File: src/rtl/pragmatic_pkg.sv
`default_nettype none
// ============================================================================
// Module   : pragmatic_pkg
// Purpose  : Shared types, width helpers and saturation check for the
//            Pragmatic-style bit-serial MAC.
// Revision : 1.0
// ============================================================================
package pragmatic_pkg;

    typedef enum logic [1:0] {
        IDLE = 2'd0,
        RUN  = 2'd1,
        OUT  = 2'd2
    } state_t;

    localparam int c_DEF_DATA_WIDTH = 8;
    localparam int c_DEF_VEC_LENGTH = 8;
    localparam int c_DEF_IDX_WIDTH  = $clog2(c_DEF_DATA_WIDTH);
    localparam int c_DEF_TERM_WIDTH = 2 * c_DEF_DATA_WIDTH;
    localparam int c_DEF_TREE_WIDTH = 2 * c_DEF_DATA_WIDTH + $clog2(c_DEF_VEC_LENGTH);
    localparam int c_SAT_W          = 64;

    function automatic int idx_width(input int dw);
        return (dw > 1) ? $clog2(dw) : 1;
    endfunction

    function automatic int term_width(input int dw);
        return 2 * dw;
    endfunction

    function automatic int tree_width(input int dw, input int vl);
        return 2 * dw + $clog2(vl);
    endfunction

    // True when v lies outside the signed range of a w-bit result.
    function automatic logic sat_clips(input logic signed [c_SAT_W-1:0] v, input int w);
        logic signed [c_SAT_W-1:0] hi;
        logic signed [c_SAT_W-1:0] lo;
        hi = ({{(c_SAT_W-1){1'b0}}, 1'b1} << (w - 1)) - 1;
        lo = ~hi;
        return (v > hi) || (v < lo);
    endfunction

endpackage
`default_nettype wire

File: src/rtl/pragmatic_term_encoder.sv
`default_nettype none
// ============================================================================
// Module   : pragmatic_term_encoder
// Purpose  : Finds the lowest set bit of a weight magnitude and strips it.
// Revision : 1.0
// ============================================================================
module pragmatic_term_encoder #(
    parameter int DATA_WIDTH = 8,
    parameter int IDX_WIDTH  = 3
) (
    input  logic [DATA_WIDTH-1:0] mag,
    output logic [IDX_WIDTH-1:0]  p,
    output logic                  valid,
    output logic [DATA_WIDTH-1:0] next_mag
);

    always_comb begin
        p = '0;
        for (int i = DATA_WIDTH - 1; i >= 0; i--) begin
            if (mag[i]) p = IDX_WIDTH'(i);
        end
    end

    assign valid    = |mag;
    assign next_mag = mag & (mag - DATA_WIDTH'(1));

endmodule
`default_nettype wire

File: src/rtl/pragmatic_mac_seq.sv
`default_nettype none
// ============================================================================
// Module   : pragmatic_mac_seq
// Purpose  : Self-sequencing bit-serial dot-product unit, one essential
//            weight term per lane per cycle, saturated result handshake.
// Revision : 1.0
// ============================================================================
module pragmatic_mac_seq
    import pragmatic_pkg::*;
#(
    parameter int DATA_WIDTH   = 8,
    parameter int VEC_LENGTH   = 8,
    parameter int ACC_WIDTH    = 2 * DATA_WIDTH + 8,
    parameter int RESULT_WIDTH = 2 * DATA_WIDTH
) (
    input  logic                           clk,
    input  logic                           reset,
    input  logic                           in_valid,
    output logic                           in_ready,
    input  logic                           in_last,
    input  logic signed [DATA_WIDTH-1:0]   act_in [VEC_LENGTH],
    input  logic signed [DATA_WIDTH-1:0]   wgt_in [VEC_LENGTH],
    output logic                           out_valid,
    input  logic                           out_ready,
    output logic signed [RESULT_WIDTH-1:0] result,
    output logic                           result_sat,
    output logic [15:0]                    term_cycles
);

    localparam int c_IDX_W  = idx_width(DATA_WIDTH);
    localparam int c_TERM_W = term_width(DATA_WIDTH);
    localparam int c_TREE_W = tree_width(DATA_WIDTH, VEC_LENGTH);
    localparam logic [RESULT_WIDTH-1:0] c_RES_MAX = {1'b0, {(RESULT_WIDTH-1){1'b1}}};
    localparam logic [RESULT_WIDTH-1:0] c_RES_MIN = {1'b1, {(RESULT_WIDTH-1){1'b0}}};

    state_t                         r_state;
    state_t                         w_state_next;
    logic signed [DATA_WIDTH-1:0]   r_act [VEC_LENGTH];
    logic [DATA_WIDTH-1:0]          r_mag [VEC_LENGTH];
    logic                           r_neg [VEC_LENGTH];
    logic                           r_last;
    logic signed [ACC_WIDTH-1:0]    r_acc;
    logic [15:0]                    r_term_cycles;
    logic signed [RESULT_WIDTH-1:0] r_result;
    logic                           r_result_sat;

    logic [DATA_WIDTH-1:0]          w_in_mag   [VEC_LENGTH];
    logic [DATA_WIDTH-1:0]          w_next_mag [VEC_LENGTH];
    logic [c_IDX_W-1:0]             w_p        [VEC_LENGTH];
    logic signed [c_TERM_W-1:0]     w_term     [VEC_LENGTH];
    logic [VEC_LENGTH-1:0]          w_in_nz;
    logic [VEC_LENGTH-1:0]          w_lane_busy;
    logic [VEC_LENGTH-1:0]          w_next_nz;
    logic signed [c_TREE_W-1:0]     w_tree_sum;
    logic signed [ACC_WIDTH-1:0]    w_acc_next;
    logic                           w_clip;
    logic [RESULT_WIDTH-1:0]        w_res_value;
    logic                           w_accept;
    logic                           w_release;

    assign w_accept  = in_valid && in_ready;
    assign w_release = out_valid && out_ready;

    generate
        for (genvar g = 0; g < VEC_LENGTH; g++) begin : g_lane
            logic signed [c_TERM_W-1:0] w_shifted;

            // -2^(N-1) negates to itself, which is the correct unsigned magnitude.
            assign w_in_mag[g] = wgt_in[g][DATA_WIDTH-1] ? $unsigned(-wgt_in[g])
                                                         : $unsigned(wgt_in[g]);
            assign w_in_nz[g]  = |wgt_in[g];

            pragmatic_term_encoder #(
                .DATA_WIDTH (DATA_WIDTH),
                .IDX_WIDTH  (c_IDX_W)
            ) u_enc (
                .mag      (r_mag[g]),
                .p        (w_p[g]),
                .valid    (w_lane_busy[g]),
                .next_mag (w_next_mag[g])
            );

            assign w_next_nz[g] = |w_next_mag[g];
            assign w_shifted    = c_TERM_W'(r_act[g]) <<< w_p[g];
            assign w_term[g]    = !w_lane_busy[g] ? '0 : (r_neg[g] ? -w_shifted : w_shifted);

            always_ff @(posedge clk or posedge reset) begin
                if (reset) begin
                    r_act[g] <= '0;
                    r_mag[g] <= '0;
                    r_neg[g] <= 1'b0;
                end else if (w_accept) begin
                    r_act[g] <= act_in[g];
                    r_mag[g] <= w_in_mag[g];
                    r_neg[g] <= wgt_in[g][DATA_WIDTH-1];
                end else if (r_state == RUN) begin
                    r_mag[g] <= w_next_mag[g];
                end
            end
        end
    endgenerate

    always_comb begin
        w_tree_sum = '0;
        for (int i = 0; i < VEC_LENGTH; i++) begin
            w_tree_sum = w_tree_sum + c_TREE_W'(w_term[i]);
        end
    end

    assign w_acc_next  = (r_state == RUN) ? r_acc + ACC_WIDTH'(w_tree_sum) : r_acc;
    assign w_clip      = sat_clips(c_SAT_W'(w_acc_next), RESULT_WIDTH);
    assign w_res_value = !w_clip ? w_acc_next[RESULT_WIDTH-1:0]
                                 : (w_acc_next[ACC_WIDTH-1] ? c_RES_MIN : c_RES_MAX);

    always_comb begin
        w_state_next = r_state;
        in_ready     = 1'b0;
        out_valid    = 1'b0;
        case (r_state)
            IDLE: begin
                in_ready = 1'b1;
                if (in_valid) begin
                    if (|w_in_nz)     w_state_next = RUN;
                    else if (in_last) w_state_next = OUT;
                end
            end
            RUN: begin
                if (!(|w_next_nz)) w_state_next = r_last ? OUT : IDLE;
            end
            OUT: begin
                out_valid = 1'b1;
                if (out_ready) w_state_next = IDLE;
            end
            default: w_state_next = IDLE;
        endcase
    end

    always_ff @(posedge clk or posedge reset) begin
        if (reset) begin
            r_state       <= IDLE;
            r_last        <= 1'b0;
            r_acc         <= '0;
            r_term_cycles <= '0;
            r_result      <= '0;
            r_result_sat  <= 1'b0;
        end else begin
            r_state <= w_state_next;
            if (w_accept) r_last <= in_last;
            if (r_state == RUN) begin
                r_acc <= w_acc_next;
                if (r_term_cycles != 16'hFFFF) r_term_cycles <= r_term_cycles + 16'd1;
            end
            // Capture the result once, on entry to OUT, so it holds under backpressure.
            if (w_state_next == OUT && r_state != OUT) begin
                r_result     <= w_res_value;
                r_result_sat <= w_clip;
            end
            if (w_release) begin
                r_acc         <= '0;
                r_term_cycles <= '0;
            end
        end
    end

    assign result      = r_result;
    assign result_sat  = r_result_sat;
    assign term_cycles = r_term_cycles;

endmodule
`default_nettype wire

File: config.mk
export PLATFORM = sky130hd
export DESIGN_NAME = pragmatic_mac_seq
export DESIGN_NICKNAME = d
export VERILOG_FILES = /design/src/rtl/pragmatic_pkg.sv /design/src/rtl/pragmatic_term_encoder.sv /design/src/rtl/pragmatic_mac_seq.sv
export SDC_FILE = /design/constraint.sdc
export NUM_CORES = 1
export LEC_CHECK = 0
export BUFFER_PORTS_ARGS = -buffer_cell sky130_fd_sc_hd__buf_4
export CAP_MARGIN = 5
export CORE_AREA = 2 2 185 187
export DETAILED_ROUTE_END_ITERATION = 7
export DIE_AREA = 0 0 187 189
export GPL_ROUTABILITY_DRIVEN = 1
export PLACE_DENSITY = 0.87
export SYNTH_ARGS = -nofsm -noshare
export SYNTH_HDL_FRONTEND = slang
export SYNTH_SLANG_ARGS = --single-unit
File: constraint.sdc
create_clock -name clk -period 23.1 [get_ports clk]
set_clock_uncertainty 0.15 [all_clocks]
set_input_delay 3.465 -clock clk [delete_from_list [all_inputs] [get_ports clk]]
set_output_delay 3.465 -clock clk [all_outputs]
set_load 0.03 [all_outputs]
==> impl_metrics.toml, run 1 <==
[detailed_routing]
vias = 20510
firstDrtPassIters = 8
drcViolationCount = 0
via_per_inst = 6.378
wl_um = 66450
ant_nets = 0
wl_per_cell_um = 20.67
drt-initial-drc-count = 2166

[synth]
synth_seq_cells = 196
synth_edf_count = 0
yosys.area_share.simple_pct = 21.46
synthAdderAreaFrac_pct = 15.31
synth_compound_area_share_pct = 19.53
synth_cells = 2690
synth_top_area_share_pct = 22.99
synth_top_family_by_area = "simple AND/OR/NAND/NOR gates"
synth_xor_area_share_pct = 6.757
synth.most_common_cell = "nand2_1"
yosys_warnings = 0
synth-main-ff-cell = "dfrtp_1"
synth.distinct_cells = 94
synth-seq-area-share_pct = 22.99
yosysTopAreaCell = "dfrtp_1"
mappedNetlistArea_um2 = 21330
netlist_top_cells_area = "dfrtp_1 23%, fa_1 13%, nand2_1 9.0%"
synthMuxAreaShare_pct = 6.956
synth_nets = 3001
synth_commonest_cells = "514 x nand2_1, 248 x inv_1, 196 x dfrtp_1, 196 x nor2_1, 181 x o21ai_0"
async_flop_share_pct = 100.0
syn_area_per_cell_um2 = 7.930

[die]
ioPinCount = 168
rows = 67
dieArea_um2 = 35340
start_util_pct = 64.10
die_height_um = 189
fp.dieW_um = 187
core_um2 = 33280

[cts]
htreeDepth = 4
cts_root_buf = "clkbuf_16"
post_cts_buffers = 0
clock_sinks = 196
cts_inserted_buffers = 17
insertion_delay_ps = 490
postCtsHoldBufs = 0
cts_tree = "built"
ctsResizeCount = 0
path_clk_slew_ps = 90
cts_buffer_depth = 2

[placed_design]
placed_cells = 3183
portBuffers = 167
finalWeightedCongestion = 1.006
hpwlAfterDp_um = 52390

[setup_path]
critPathArrivalTime_ps = 10250
crit_path_start_kind = "register"
max_stage_delay_ps = 800
end_kind = "register"
r2r-end = "result[10]$_DFFE_PP0P_"
rr_worst_depth = 30
worstPathMaxFanout = 15
critPathRequiredTime_ps = 23320
rrSetupSlack_ps = 13070
timing.rr.start = "r_mag[30]$_DFFE_PP0P_"
slowest_stage = "a21oi_1"
worstSetupPathType = "register to register"

[min_path]
whs_endpoint = "r_last$_DFFE_PP0P_"
hp-class = "register to register"
holdPathStages = 2
min_from = "r_last$_DFFE_PP0P_"

[job]
maxCapViolations = 0

[sta]
setup_tns_ps = 0
fmax_mhz = 99.70
hold_violations = 0
setup_viol = 0
tightest_slew_ps = 1306
timing.final.crit_share_pct = 43.42
slew_violations = 0
fin_crit_ps = 10030
rsz0062_at_grt = "no"
slew_headroom_pct = 12.91

[grt]
grt_first_pass_wirelength_um = 105600
overflow = 0
antenna_found_initial = 0
grt_max_degree = 137
grt_pass1_vias = 19620
track_usage_pct = 37.91

[layout]
multi_input_area_um2 = 14960
n_antenna_cell = 0
nets = 3065
seq_area_um2 = 4905
fill_cells = 2767
instances_no_fill = 3215
area_growth_pct = 9.484
layout-drive-gt1-share_pct = 11.20

[status]
run_status = "complete, no violations"
layout by cell type, fill, tap and decap left out, drive strengths merged, types with 35 or more instances in the layout:
cell type,synthesis,routed
o211ai,35,35
nor2,199,199
nand2,517,517
fa,137,137
inv,248,254
nand3,72,72
ha,41,41
xnor2,87,87
o21ai,185,185
a21oi,136,136
dfrtp,196,196
mux2i,68,68
buf,20,182
xor2,75,75
metal layers:
layer  up-vias  track usage, %  routed length [µm]
li1       9348               -                   -
met1      9872           49.78               26850
met2      1078           62.07               30780
met3       208           5.765                5471
met4         0           17.92                3354
met5         -               0                   0
worst max-delay path, delay by kind of cell, from the launching register on:
kind            cells  cell delay [ps]
compound gates     14             4150
fa+ha+maj           5             2670
buf+inv             4              390
flops               1              470
mux                 2              950
simple gates        5             1110
registers in the layout (all words and copies together), names as in the netlist, 2 cells and up:
| register | cells |
|---|---|
| r_acc | 24 |
| r_act | 64 |
| r_mag | 64 |
| r_neg | 8 |
| r_state | 2 |
| result | 16 |
| term_cycles | 16 |
area by class of cell:
cell class	instances	area share (%)
inverter	248	4.018
multi-input combinational	2109	64.06
clock inverter	14	0.7875
sequential	196	21.00
clock buffer	18	1.880
tap	448	2.400
timing repair buffer	182	5.850
worst max-delay path by stage:
stage / startpoint / to / slack [ps] / cells after the start
after detailed placement: r_mag[30]$_DFFE_PP0P_ / result[10]$_DFFE_PP0P_ / 13160 / 30
after global placement: r_mag[30]$_DFFE_PP0P_ / result[9]$_DFFE_PP0P_ / 13430 / 30
after CTS: r_mag[30]$_DFFE_PP0P_ / result[8]$_DFFE_PP0P_ / 13110 / 30
after global routing: r_mag[30]$_DFFE_PP0P_ / result[10]$_DFFE_PP0P_ / 12490 / 30
final: r_mag[30]$_DFFE_PP0P_ / result[10]$_DFFE_PP0P_ / 13070 / 30
after floorplan: r_mag[30]$_DFFE_PP0P_ / result[1]$_DFFE_PP0P_ / 13860 / 33
cell families (layout without fill, tap and decap cells):
kind of cell    after synthesis  after routing
mux                         115            115
flops                       196            196
xor+xnor                    163            163
buf+inv                     385            462
compound gates              625            625
simple gates               1027           1027
fa+ha+maj                   179            179
metrics by stage:
stage	hold slack [ps]	cell area, µm²	utilization (%)	setup slack, ps
after detailed placement	319.9	22730	68.31	13160
after floorplan	295.6	21330	-	13860
after global placement	309.2	22730	68.31	13430
final	336.0	23360	70.18	13070
after global routing	365.4	23360	70.18	12490
after CTS	337.7	23360	70.18	13110
Power of run 1 is not shown: default switching activity piles up to over one toggle a cycle in this logic, so the estimate is an artifact.
==> run 2, diff against run 1 <==
CORE_AREA = 2 2 197 199   (was 2 2 185 187)
DIE_AREA = 0 0 199 201   (was 0 0 187 189)
PLACE_DENSITY = 0.82   (was 0.87)
clock period = 8.9 ns   (was 23.1 ns; I/O delays follow)
==> run 2 against run 1 <==
Net effect:
- first-iteration DRC count is 19% lower
- critical path depth increased by 2
- final cell count grew 7.8%
- die area up 13%
- routed wire length rose by 5.3%
- sequential share of layout area shrank 1.7 points
- worst setup slack worse by 13000 ps
- maximum frequency is 13% higher
- critical path type unchanged
- flip-flop and latch count did not move
- global-route usage shrank 2.7 points
==> impl_metrics.toml, run 2 (synthesis gave the netlist of run 1 again) <==
[detailed_routing]
wl_um = 70010
via_per_inst = 6.048
drt-initial-drc-count = 1760
ant_nets = 0
firstDrtPassIters = 7
wl_per_cell_um = 20.20
drcViolationCount = 0
vias = 20960

[sta]
slew_headroom_pct = 19.09
timing.final.crit_share_pct = 99.62
fin_crit_ps = 8866
fmax_mhz = 112.8
tightest_slew_ps = 1203
hold_violations = 0
whs_ps = 335.6
setup_viol = 0
slew_violations = 0

[layout]
layout-drive-gt1-share_pct = 19.84
mostFrequentLayoutCells = "509 x nand2_1, 353 x buf_4, 246 x inv_1, 191 x nor2_1, 190 x dfrtp_1"
biggestRegsByFlops = "r_act: 64 flops, r_mag: 64 flops, r_acc: 24 flops"
fill_cells = 3184
instances_no_fill = 3466
nets = 3246
seq_area_um2 = 4912
multi_input_area_um2 = 15490
design_area_um2 = 25400
final_common_cell = "nand2_1"
postLayoutCoreUtil_pct = 66.65
n_antenna_cell = 0
area_growth_pct = 19.06

[cts]
cts_buffer_depth = 2
clock_sinks = 196
htreeDepth = 4
cts_root_buf = "clkbuf_16"
path_clk_slew_ps = 90
cts_tree = "built"
insertion_delay_ps = 520
postCtsHoldBufs = 0
cts_inserted_buffers = 17

[setup_path]
slowest_stage = "fa_1"
crit_top_cell = "fa_1"
max_stage_delay_ps = 610
critPathArrivalTime_ps = 9110
worstSetupPathType = "register to register"
worstPathMaxFanout = 8
critPathRequiredTime_ps = 9140
end_kind = "register"
crit_path_start_kind = "register"

[die]
dieArea_um2 = 40000
fp.dieW_um = 199
start_util_pct = 55.98
core_um2 = 38110
rows = 72
ioPinCount = 168
die_height_um = 201

[placed_design]
portBuffers = 167
finalWeightedCongestion = 0.9936
post_dp_cell_area_um2 = 24040
hpwlAfterDp_um = 54680
placed_cells = 3405

[grt]
track_usage_pct = 35.22
grt_max_degree = 123
grt_pass1_vias = 20210
grt_first_pass_wirelength_um = 109000
overflow = 0
antenna_found_initial = 0

[min_path]
hp-class = "register to register"

[job]
maxCapViolations = 0

[status]
run_status = "complete, no violations"
run 2: changes by cell type in the layout (fill, tap and decap cells not counted), moves of 9 or more:
cell / change
a21oi_1: -12
buf_4: +171
a21oi_2: +11
o21ai_0: -9
mux2i_1: -10
run 2: routing by layer:
layer  global-route usage (%)  wire length (µm)  vias to the layer above  share of wire, %
li1                         -                 -                     9699                 -
met1                    46.77             28930                    10150                41
met2                    56.39             32680                      917                47
met3                    6.183              5113                      198               7.3
met4                    15.62              3278                        0               4.7
met5                        0                 0                        -                 0
run 2: cell type report:
cell class | instances | share of cell area, %
Clock inverter | 15 | 0.6897
Timing Repair Buffer | 362 | 11.05
Clock buffer | 17 | 1.675
Sequential cell | 196 | 19.34
Tap cell | 518 | 2.552
Multi-Input combinational cell | 2110 | 61.00
Inverter | 248 | 3.695
run 2: critical path: cells and delay by family (launching register included):
family          cells  cell delay, ps
mux                 1             510
fa+ha+maj           5            2440
simple gates        5            1180
buf+inv             5             370
flops               1             390
compound gates     15            3440
xor+xnor            1             230
run 2: worst paths after layout:
path	start	end	cells after the start	slack, ps
min in group asynchronous	reset	term_cycles[13]$_DFFE_PP0P_	2	790
setup / recovery	r_mag[30]$_DFFE_PP0P_	result[3]$_DFFE_PP0P_	32	30
setup reg to reg	r_mag[30]$_DFFE_PP0P_	result[3]$_DFFE_PP0P_	32	30
hold / removal	r_acc[12]$_DFFE_PP0P_	r_acc[12]$_DFFE_PP0P_	2	340
hold reg to reg	r_acc[12]$_DFFE_PP0P_	r_acc[12]$_DFFE_PP0P_	2	340
max in group asynchronous	reset	r_act[39]$_DFFE_PP0P_	3	6230
run 2: metrics by stage:
stage	worst slack [ps]	setup TNS (ps)
3_3_place_gp	84.75	0
5_1_grt	-399.9	-3748
2_1_floorplan	2.355	0
6_report	33.80	0
3_5_place_dp	-110.6	-848.5
4_1_cts	32.32	0
run 2: timing repair:
action | 4_1_cts | 5_1_grt
gates resized for setup | 4 | 121
buffers inserted | 2 | 25
cloned | 0 | 1
pin swaps | 1 | 47
setup endpoints to repair | 15 | 18
Power of run 2 is left out for the same reason.
